### config.mk
export PLATFORM = sky130hd
export DESIGN_NAME = uart_rx_core
export DESIGN_NICKNAME = d
export VERILOG_FILES = /design/src/rtl/uart_pkg.sv /design/src/rtl/uart_os_tick.sv /design/src/rtl/uart_rx_core.sv
export SDC_FILE = /design/constraint.sdc
export NUM_CORES = 1
export LEC_CHECK = 0
export CORE_MARGIN = 1.5
export CORE_UTILIZATION = 40
export CTS_BUF_LIST = sky130_fd_sc_hd__clkbuf_8 sky130_fd_sc_hd__clkbuf_16
export DETAILED_ROUTE_END_ITERATION = 8
export PLACE_DENSITY_LB_ADDON = 0.15
export SLEW_MARGIN = 20
export SYNTH_ARGS = -nofsm -noshare
export SYNTH_HDL_FRONTEND = slang
export SYNTH_SLANG_ARGS = --single-unit
### constraint.sdc
create_clock -name uart_clk -period 2.3 [get_ports uart_clk]
set_input_delay 0.46 -clock uart_clk [delete_from_list [all_inputs] [get_ports uart_clk]]
set_output_delay 0.46 -clock uart_clk [all_outputs]
set_load 0.01 [all_outputs]
### src/rtl/uart_pkg.sv
// Shared definitions for the UART receive path: frame constants and receiver FSM states.
// The PARITY state exists only when UART_RX_PARITY_EN is defined.
package uart_pkg;

  localparam int UART_DATA_BITS = 8;
  localparam int UART_OSR       = 16;
  localparam int UART_START_MID = 7;

`ifdef UART_RX_PARITY_EN
  typedef enum logic [2:0] {
    IDLE   = 3'd0,
    START  = 3'd1,
    DATA   = 3'd2,
    PARITY = 3'd3,
    STOP   = 3'd4
  } uart_rx_state_e;
`else
  typedef enum logic [2:0] {
    IDLE  = 3'd0,
    START = 3'd1,
    DATA  = 3'd2,
    STOP  = 3'd4
  } uart_rx_state_e;
`endif

endpackage

### src/rtl/uart_os_tick.sv
// Oversample tick generator: one-cycle pulse every clk_rate/(baud_rate*16) cycles,
// with a synchronous clear used to phase-align to a detected start edge.
module uart_os_tick
  import uart_pkg::*;
#(
  parameter int clk_rate  = 100_000_000,
  parameter int baud_rate = 9600
) (
  input  logic uart_clk,
  input  logic uart_rst_n,
  input  logic clr,
  output logic tick
);

  localparam int OSR_DIV = clk_rate / (baud_rate * UART_OSR);
  localparam int CW      = $clog2(OSR_DIV + 1);
  localparam logic [CW-1:0] CNT_MAX = CW'(OSR_DIV - 1);

  logic [CW-1:0] cnt_q, cnt_d;

  always_comb begin
    cnt_d = cnt_q + CW'(1);
    if (clr || (cnt_q == CNT_MAX)) begin
      cnt_d = '0;
    end
  end

  always_ff @(posedge uart_clk or negedge uart_rst_n) begin
    if (!uart_rst_n) begin
      cnt_q <= '0;
    end else begin
      cnt_q <= cnt_d;
    end
  end

  assign tick = (cnt_q == CNT_MAX);

endmodule

### src/rtl/uart_rx_core.sv
// 16x oversampling UART receiver with one-entry valid/ready output buffer.
// Define UART_RX_PARITY_EN for 8E1 frames; otherwise frames are 8N1.
//
// state  | meaning
// IDLE   | line idle, waiting for a low on the synchronized input
// START  | start edge seen, confirm low at start-bit centre
// DATA   | shifting in 8 data bits, LSB first
// PARITY | sampling the even-parity bit (UART_RX_PARITY_EN only)
// STOP   | sampling the stop bit, then back to IDLE at its centre
module uart_rx_core
  import uart_pkg::*;
#(
  parameter int clk_rate  = 100_000_000,
  parameter int baud_rate = 9600
) (
  input  logic       uart_clk,
  input  logic       uart_rst_n,
  input  logic       rx_in,
  input  logic       rx_ready,
  output logic [7:0] rx_data,
  output logic       rx_valid,
  output logic       rx_frame_err,
  output logic       rx_parity_err,
  output logic       rx_overrun
);

  localparam logic [3:0] SAMP_LAST = 4'(UART_OSR - 1);
  localparam logic [3:0] SAMP_MID  = 4'(UART_START_MID);
  localparam logic [2:0] BIT_LAST  = 3'(UART_DATA_BITS - 1);

  uart_rx_state_e            state_q, state_d;
  logic [1:0]                sync_q, sync_d;
  logic [3:0]                samp_cnt_q, samp_cnt_d;
  logic [2:0]                bit_idx_q, bit_idx_d;
  logic [UART_DATA_BITS-1:0] shift_q, shift_d;
  logic [7:0]                data_q, data_d;
  logic                      valid_q, valid_d;
  logic                      ferr_q, ferr_d;
  logic                      ovr_q, ovr_d;
  logic                      tick, tick_clr, frame_done, rx_s;
`ifdef UART_RX_PARITY_EN
  logic                      par_bit_q, par_bit_d;
  logic                      perr_q, perr_d;
`endif

  assign sync_d = {sync_q[0], rx_in};
  assign rx_s   = sync_q[1];

  uart_os_tick #(
    .clk_rate (clk_rate),
    .baud_rate(baud_rate)
  ) u_os_tick (
    .uart_clk  (uart_clk),
    .uart_rst_n(uart_rst_n),
    .clr       (tick_clr),
    .tick      (tick)
  );

  always_comb begin
    state_d    = state_q;
    samp_cnt_d = samp_cnt_q;
    bit_idx_d  = bit_idx_q;
    shift_d    = shift_q;
    data_d     = data_q;
    valid_d    = valid_q && !rx_ready;
    ferr_d     = 1'b0;
    ovr_d      = 1'b0;
    tick_clr   = 1'b0;
    frame_done = 1'b0;
`ifdef UART_RX_PARITY_EN
    par_bit_d  = par_bit_q;
    perr_d     = 1'b0;
`endif

    case (state_q)
      IDLE: begin
        if (!rx_s) begin
          tick_clr   = 1'b1;
          samp_cnt_d = 4'd0;
          state_d    = START;
        end
      end
      START: begin
        if (tick) begin
          samp_cnt_d = samp_cnt_q + 4'd1;
          if (samp_cnt_q == SAMP_MID) begin
            samp_cnt_d = 4'd0;
            bit_idx_d  = 3'd0;
            state_d    = rx_s ? IDLE : DATA;
          end
        end
      end
      DATA: begin
        if (tick) begin
          samp_cnt_d = samp_cnt_q + 4'd1;
          if (samp_cnt_q == SAMP_LAST) begin
            shift_d   = {rx_s, shift_q[UART_DATA_BITS-1:1]};
            bit_idx_d = bit_idx_q + 3'd1;
            if (bit_idx_q == BIT_LAST) begin
`ifdef UART_RX_PARITY_EN
              state_d = PARITY;
`else
              state_d = STOP;
`endif
            end
          end
        end
      end
`ifdef UART_RX_PARITY_EN
      PARITY: begin
        if (tick) begin
          samp_cnt_d = samp_cnt_q + 4'd1;
          if (samp_cnt_q == SAMP_LAST) begin
            par_bit_d = rx_s;
            state_d   = STOP;
          end
        end
      end
`endif
      STOP: begin
        if (tick) begin
          samp_cnt_d = samp_cnt_q + 4'd1;
          if (samp_cnt_q == SAMP_LAST) begin
            frame_done = 1'b1;
            state_d    = IDLE;
          end
        end
      end
      default: state_d = IDLE;
    endcase

    // Registered results appear the cycle after the stop-bit sample
    if (frame_done) begin
      if (!rx_s) begin
        ferr_d = 1'b1;
      end
`ifdef UART_RX_PARITY_EN
      else if (par_bit_q != ^shift_q) begin
        perr_d = 1'b1;
      end
`endif
      else if (!valid_q || rx_ready) begin
        data_d  = shift_q;
        valid_d = 1'b1;
      end else begin
        ovr_d = 1'b1;
      end
    end
  end

  always_ff @(posedge uart_clk or negedge uart_rst_n) begin
    if (!uart_rst_n) begin
      state_q    <= IDLE;
      sync_q     <= 2'b11;
      samp_cnt_q <= 4'd0;
      bit_idx_q  <= 3'd0;
      shift_q    <= '0;
      data_q     <= 8'h00;
      valid_q    <= 1'b0;
      ferr_q     <= 1'b0;
      ovr_q      <= 1'b0;
`ifdef UART_RX_PARITY_EN
      par_bit_q  <= 1'b0;
      perr_q     <= 1'b0;
`endif
    end else begin
      state_q    <= state_d;
      sync_q     <= sync_d;
      samp_cnt_q <= samp_cnt_d;
      bit_idx_q  <= bit_idx_d;
      shift_q    <= shift_d;
      data_q     <= data_d;
      valid_q    <= valid_d;
      ferr_q     <= ferr_d;
      ovr_q      <= ovr_d;
`ifdef UART_RX_PARITY_EN
      par_bit_q  <= par_bit_d;
      perr_q     <= perr_d;
`endif
    end
  end

  assign rx_data      = data_q;
  assign rx_valid     = valid_q;
  assign rx_frame_err = ferr_q;
  assign rx_overrun   = ovr_q;
`ifdef UART_RX_PARITY_EN
  assign rx_parity_err = perr_q;
`else
  assign rx_parity_err = 1'b0;
`endif

endmodule

## Word-level counts from Yosys, hierarchy flattened

Cells that the tools add are included.

- Flip-flop bits (word level): 41
- Bits of input ports: 4
- Logic and storage cells: 76

- Add/subtract/negate cells: 3
- Eq/ne operators: 16
- Multiplexer cells: 33
- Reduce and logical (&&, ||, !) cells: 14

Operators with widths:

| cell | number |
|---|---|
| 3-bit 2-to-1 mux | 12 |
| 4-bit 2-to-1 mux | 4 |
| 2-bit != test (second input constant) | 8 |
| 1-bit 2-to-1 mux | 12 |
| 3-bit case mux with 4 select lines | 1 |
| 4-bit case mux with 3 select lines | 1 |
| 10-bit by 1-bit adder with 10-bit output (second input constant) | 1 |
| 10-bit == test (second input constant) | 1 |
| 10-bit 2-to-1 mux | 1 |
| 8-bit AND reduction | 1 |
| 3-bit == test (second input constant) | 2 |
| 3-bit case mux with 2 select lines | 1 |
| 3-bit AND reduction | 2 |
| 5-bit AND reduction | 1 |
| 4-bit by 1-bit adder with 4-bit output (second input constant) | 1 |
| 4-bit by 3-bit == test with 1-bit output (second input constant) | 1 |
| 4-bit == test (second input constant) | 1 |
| 4-bit AND reduction | 1 |
| 3-bit by 1-bit adder with 3-bit output (second input constant) | 1 |
| 3-bit by 1-bit == test with 1-bit output (second input constant) | 1 |
| 3-bit by 2-bit == test with 1-bit output (second input constant) | 1 |
| 3-bit zero test | 1 |
| 3-bit nonzero test | 1 |
| 1-bit zero test | 2 |
| other kinds (6) | 7 |

## Longest topological paths before layout

- Word-level depth: 5
- Gate-level depth with buffers: 7
- Gate-level depth less buffers: 7

## Modules after synthesis

Synthesis repeated with hierarchy kept, for this count alone.

- Cells, all modules: 170
- Area total of the unflattened synthesis: 1,963.1 um2

Modules (own cells, without submodules):

| module | instances | cells each | area an instance (um2) | sequential area each (um2) |
|---|---|---|---|---|
| uart_rx_core | 1 | 119 | 1,450.1 | 778.2 |
| uart_os_tick | 1 | 51 | 513.0 | 250.2 |

## Worst setup path after synthesis

OpenSTA, ideal clock, no wires.

- Kind: flip-flop to flip-flop
- From: reg u_os_tick.cnt_q[0]
- To: reg shift_q[6]
- Library setup time: 0.125 ns
- Arrival time: 1.766 ns
- Required time: 2.175 ns
- Path slack: 0.410 ns
- Cell stages (with the launch flop): 8
- Period minus slack after synthesis: 1.890 ns
- Cells stage by stage: dfrtp_1 -> inv_1 -> ha_1 -> nor4b_4 -> nand3_2 -> nor2_4 -> and3_1 -> mux2_2

- Cells in the longest elaborated chain, start to end: 2

RTL lines:

| what | RTL line | text |
|---|---|---|
| start, declared | uart_os_tick.sv:19 | `logic [CW-1:0] cnt_q, cnt_d;` |
| start signal, assigned | uart_os_tick.sv:32 | `cnt_q <= cnt_d;` |
| 10-bit == test | uart_os_tick.sv:36 | `assign tick = (cnt_q == CNT_MAX);` |
| 3-bit AND reduction (no line) | n/a |  |
| end signal, assigned | uart_rx_core.sv:171 | `shift_q <= shift_d;` |
| end, declared | uart_rx_core.sv:35 | `logic [UART_DATA_BITS-1:0] shift_q, shift_d;` |

No other way between the ends.
A chain may end at the register's enable or synchronous reset.

## Worst setup path in the final report

Ends and elaborated chain as after synthesis.

==> results by group <==
Outcome
  – Status: finished clean

Power
  – Sequential power share: 58.6%
  – Power per cell area: 524 nW/um^2
  – Sw Pwr: 267 uW
  – Leakage power: 0.00109 uW
  – Comb power frac: 2.0%
  – Peak VDD IR: 340 uV
  – Clock power frac: 39.4%
  – Sw frac: 21.6%
  – Internal Power: 971 uW

Synth
  – Yosys warnings: 0
  – Cell area after synthesis: 2040 sq um
  – Syn Inst Count: 174
  – Post-synth EDFFs: 0
  – Flip-flop and latch count after synthesis: 41
  – Count leader, synth: dfrtp_1
  – Async SR Flop Fraction: 100%
  – Dominant synthesized flop cell: dfrtp_1
  – Syn_area_per_cell: 11.7 sq um
  – Synth top area share: 47.9%
  – Synth cell count leaders: dfrtp_1 (39), nor2_1 (17), nand2_1 (10), mux2_2 (9)
  – Synth top area cells: dfrtp_1 (48%), mux2_4 (5.2%), mux2_2 (5.0%)
  – Sequential fraction of the synthesis area: 50.4%
  – Mapped Nets: 183
  – Synth area leader: dfrtp_1
  – Unique masters post-synth: 50

Worst setup path
  – Critical path required time: 2480 ps
  – Crit path cell chain: inv_1 -> ha_1 -> nor4b_4 -> nand3_2 -> nor2_4 -> and3_1 -> mux2_2
  – Reg2reg setup slack: 220 ps
  – CP Data Arrival Time: 2260 ps
  – Buf/Inv on CP: 1
  – Path depth of the worst reg2reg path: 7
  – CP startpoint kind: register
  – Top Family by Delay on Critical Path: simple AND/OR/NAND/NOR gates
  – RR Startpoint: u_os_tick.cnt_q[0]
  – CP endpoint kind: register
  – Critical path class: register to register
  – CP max stage delay: 430 ps
  – Critical path's slowest cell: dfrtp_1
  – RR Endpoint: shift_q[6]
  – Crit Path Max Fanout: 5

Layout
  – Reg area: 1030 sq um
  – Fillers: 464
  – Area growth syn-to-layout: 15.8%
  – Design area: 2360 sq um
  – Utilization after layout: 49.0%
  – Layout Nets: 201
  – Final Instance Count excl. Fillers: 260
  – N_diodes: 0
  – Layout cells sized above 1: 22.8%
  – Footprint of the multi-input gates: 963 sq um

STA
  – Setup TNS: 0 ps
  – Post-layout min period: 2080 ps
  – Max Freq: 482 MHz
  – Fin. max-slew vios: 0
  – WHS: 124 ps
  – Setup violators final: 0
  – RSZ-0062 raised after global routing: false
  – Clk_skew: 6.11 ps
  – Hold Vio Cnt, Final: 0
  – Final Cycle Share: 90.3%

Detailed routing
  – First-pass DRT Iterations: 4
  – DRC: 0
  – Routed wire length: 3600 um
  – Routed via count: 1304
  – Routed WL per cell: 13.8 um
  – Number of routed nets with antenna violations: 0
  – Vias per std cell: 5.02
  – Drt initial violations: 71

Floorplan
  – Die Wd: 74.4 um
  – Std-Cell Rows: 25
  – Core area: 4820 sq um
  – I/O Pins: 16
  – Die Y-Extent: 74.4 um
  – Die ar.: 5540 sq um
  – Initial core utilization: 42.3%

GRT
  – Tot GR Track Use: 15.4%
  – Largest net degree at the start of global routing: 42
  – First-pass GRT wire length: 6380 um
  – Vias in the first global route: 1341
  – Antenna violations before repair: 0
  – Remaining Overflow, GRT: 0

Clock network
  – Setup repair bufs after CTS: 0
  – Htree depth: 2
  – CTS root buffer: clkbuf_8
  – CTS Buffer Depth: 2
  – Clock-pin slew on the worst setup and hold paths: 80 ps
  – Worst-skew pair later-pin latency: 290 ps
  – CTS tree: built
  – Hold buffers post-CTS: 0
  – # clock sinks: 41
  – Post_cts resized: 0
  – Num CTS Buffers: 5

Placement
  – Gp weighted congestion: 0.773
  – Placed cells: 252
  – Area after DPL: 2270 sq um
  – Hpwl dp: 2520 um
  – I/O Buffers: 14

Hold path
  – Hold Path Class: primary input to async pin

Flow run
  – Max Cap Violations: 0
[stage by stage]
step / total power (uW) / worst slack [ps]
after floorplan: 744 / 410
after global placement: 766 / 319
after detailed placement: 767 / 218
after CTS: 1260 / 209
after global routing: 1290 / 72.2
final: 1240 / 223
[power by group through the flow]
stage | Clock [uW] | Sequential [uW] | Combinational (uW)
2_1_floorplan | 0 | 738 | 6.07
3_3_place_gp | 0 | 740 | 25.5
3_5_place_dp | 0 | 741 | 26.3
4_1_cts | 503 | 726 | 26.3
5_1_grt | 538 | 726 | 29.2
6_report | 488 | 726 | 24.4
[flip-flops by register name (all words and copies together), names as in the netlist]
name	cells
rx_valid	1
state_q	3
bit_idx_q	3
u_os_tick.cnt_q	10
shift_q	8
sync_q	2
samp_cnt_q	4
rx_overrun	1
rx_frame_err	1
rx_data	8
[worst register-to-register path: cells and delay by family (launching register included)]
| family | cells | cell delay [ps] |
|---|---|---|
| and+or+nand+nor | 4 | 970 |
| DFF | 1 | 430 |
| muxes | 1 | 340 |
| adders and majority gates | 1 | 140 |
| buffers and inverters | 1 | 80 |
[routing by layer]
layer,vias up,global-route usage [%],wire (um)
met5,-,0,0
met2,19,23.9,1660
met3,7,4.07,107
li1,646,-,-
met4,0,6.06,59
met1,632,20.5,1780
[kinds of logic after synthesis]
family / count (synthesis) / synth area share (%)
AND/OR/NAND/NOR: 66 / 20.1
flip-flops: 41 / 50.4
multiplexers: 18 / 11.1
XOR/XNOR: 9 / 3.87
AO/OA/AOI/OAI: 22 / 8.47
buffers and inverters: 11 / 2.33
adder cells (fa/ha/maj): 6 / 3.56
other: 1 / 0.184
[cell type report]
| class | instances | area share, % |
|---|---|---|
| Sequential cell | 41 | 43.5 |
| Multi-Input combinational cell | 122 | 40.8 |
| Timing Repair Buffer | 18 | 7.52 |
| Tap cell | 67 | 3.55 |
| Clock buffer | 6 | 3.50 |
| Inverter | 4 | 0.636 |
| Clock inverter | 2 | 0.477 |
[placed cells by master, fill, tap and decap left out, drive strengths merged, types with 2 or more instances in the layout]
master | netlist | final
inv | 4 | 5
and2 | 3 | 3
buf | 4 | 5
nand3b | 2 | 2
ha | 5 | 5
o21ai | 3 | 3
nand2b | 5 | 5
nor2b | 2 | 2
clkdlybuf4s50 | 0 | 13
dfrtp | 39 | 39
mux2 | 16 | 16
a21boi | 2 | 2
clkbuf | 3 | 6
a31oi | 3 | 3
nand3 | 9 | 9
xnor2 | 6 | 6
dfstp | 2 | 2
a22o | 2 | 2
or3b | 2 | 2
and3 | 6 | 6
nand2 | 10 | 10
a21oi | 4 | 4
or2 | 2 | 2
xor2 | 3 | 3
o22ai | 2 | 2
mux2i | 2 | 2
nor2 | 19 | 19
[how the worst max path moves through the flow]
stage	startpoint	slack, ps	cells past startpoint	to
floorplan	u_os_tick.cnt_q[0]	410	7	shift_q[6]
global placement	u_os_tick.cnt_q[0]	320	7	shift_q[6]
detailed placement	u_os_tick.cnt_q[0]	220	7	shift_q[6]
CTS	u_os_tick.cnt_q[0]	210	7	shift_q[6]
global route	u_os_tick.cnt_q[0]	70	7	shift_q[6]
finish	u_os_tick.cnt_q[0]	220	7	shift_q[6]
Power figures use the tool's default switching activity.
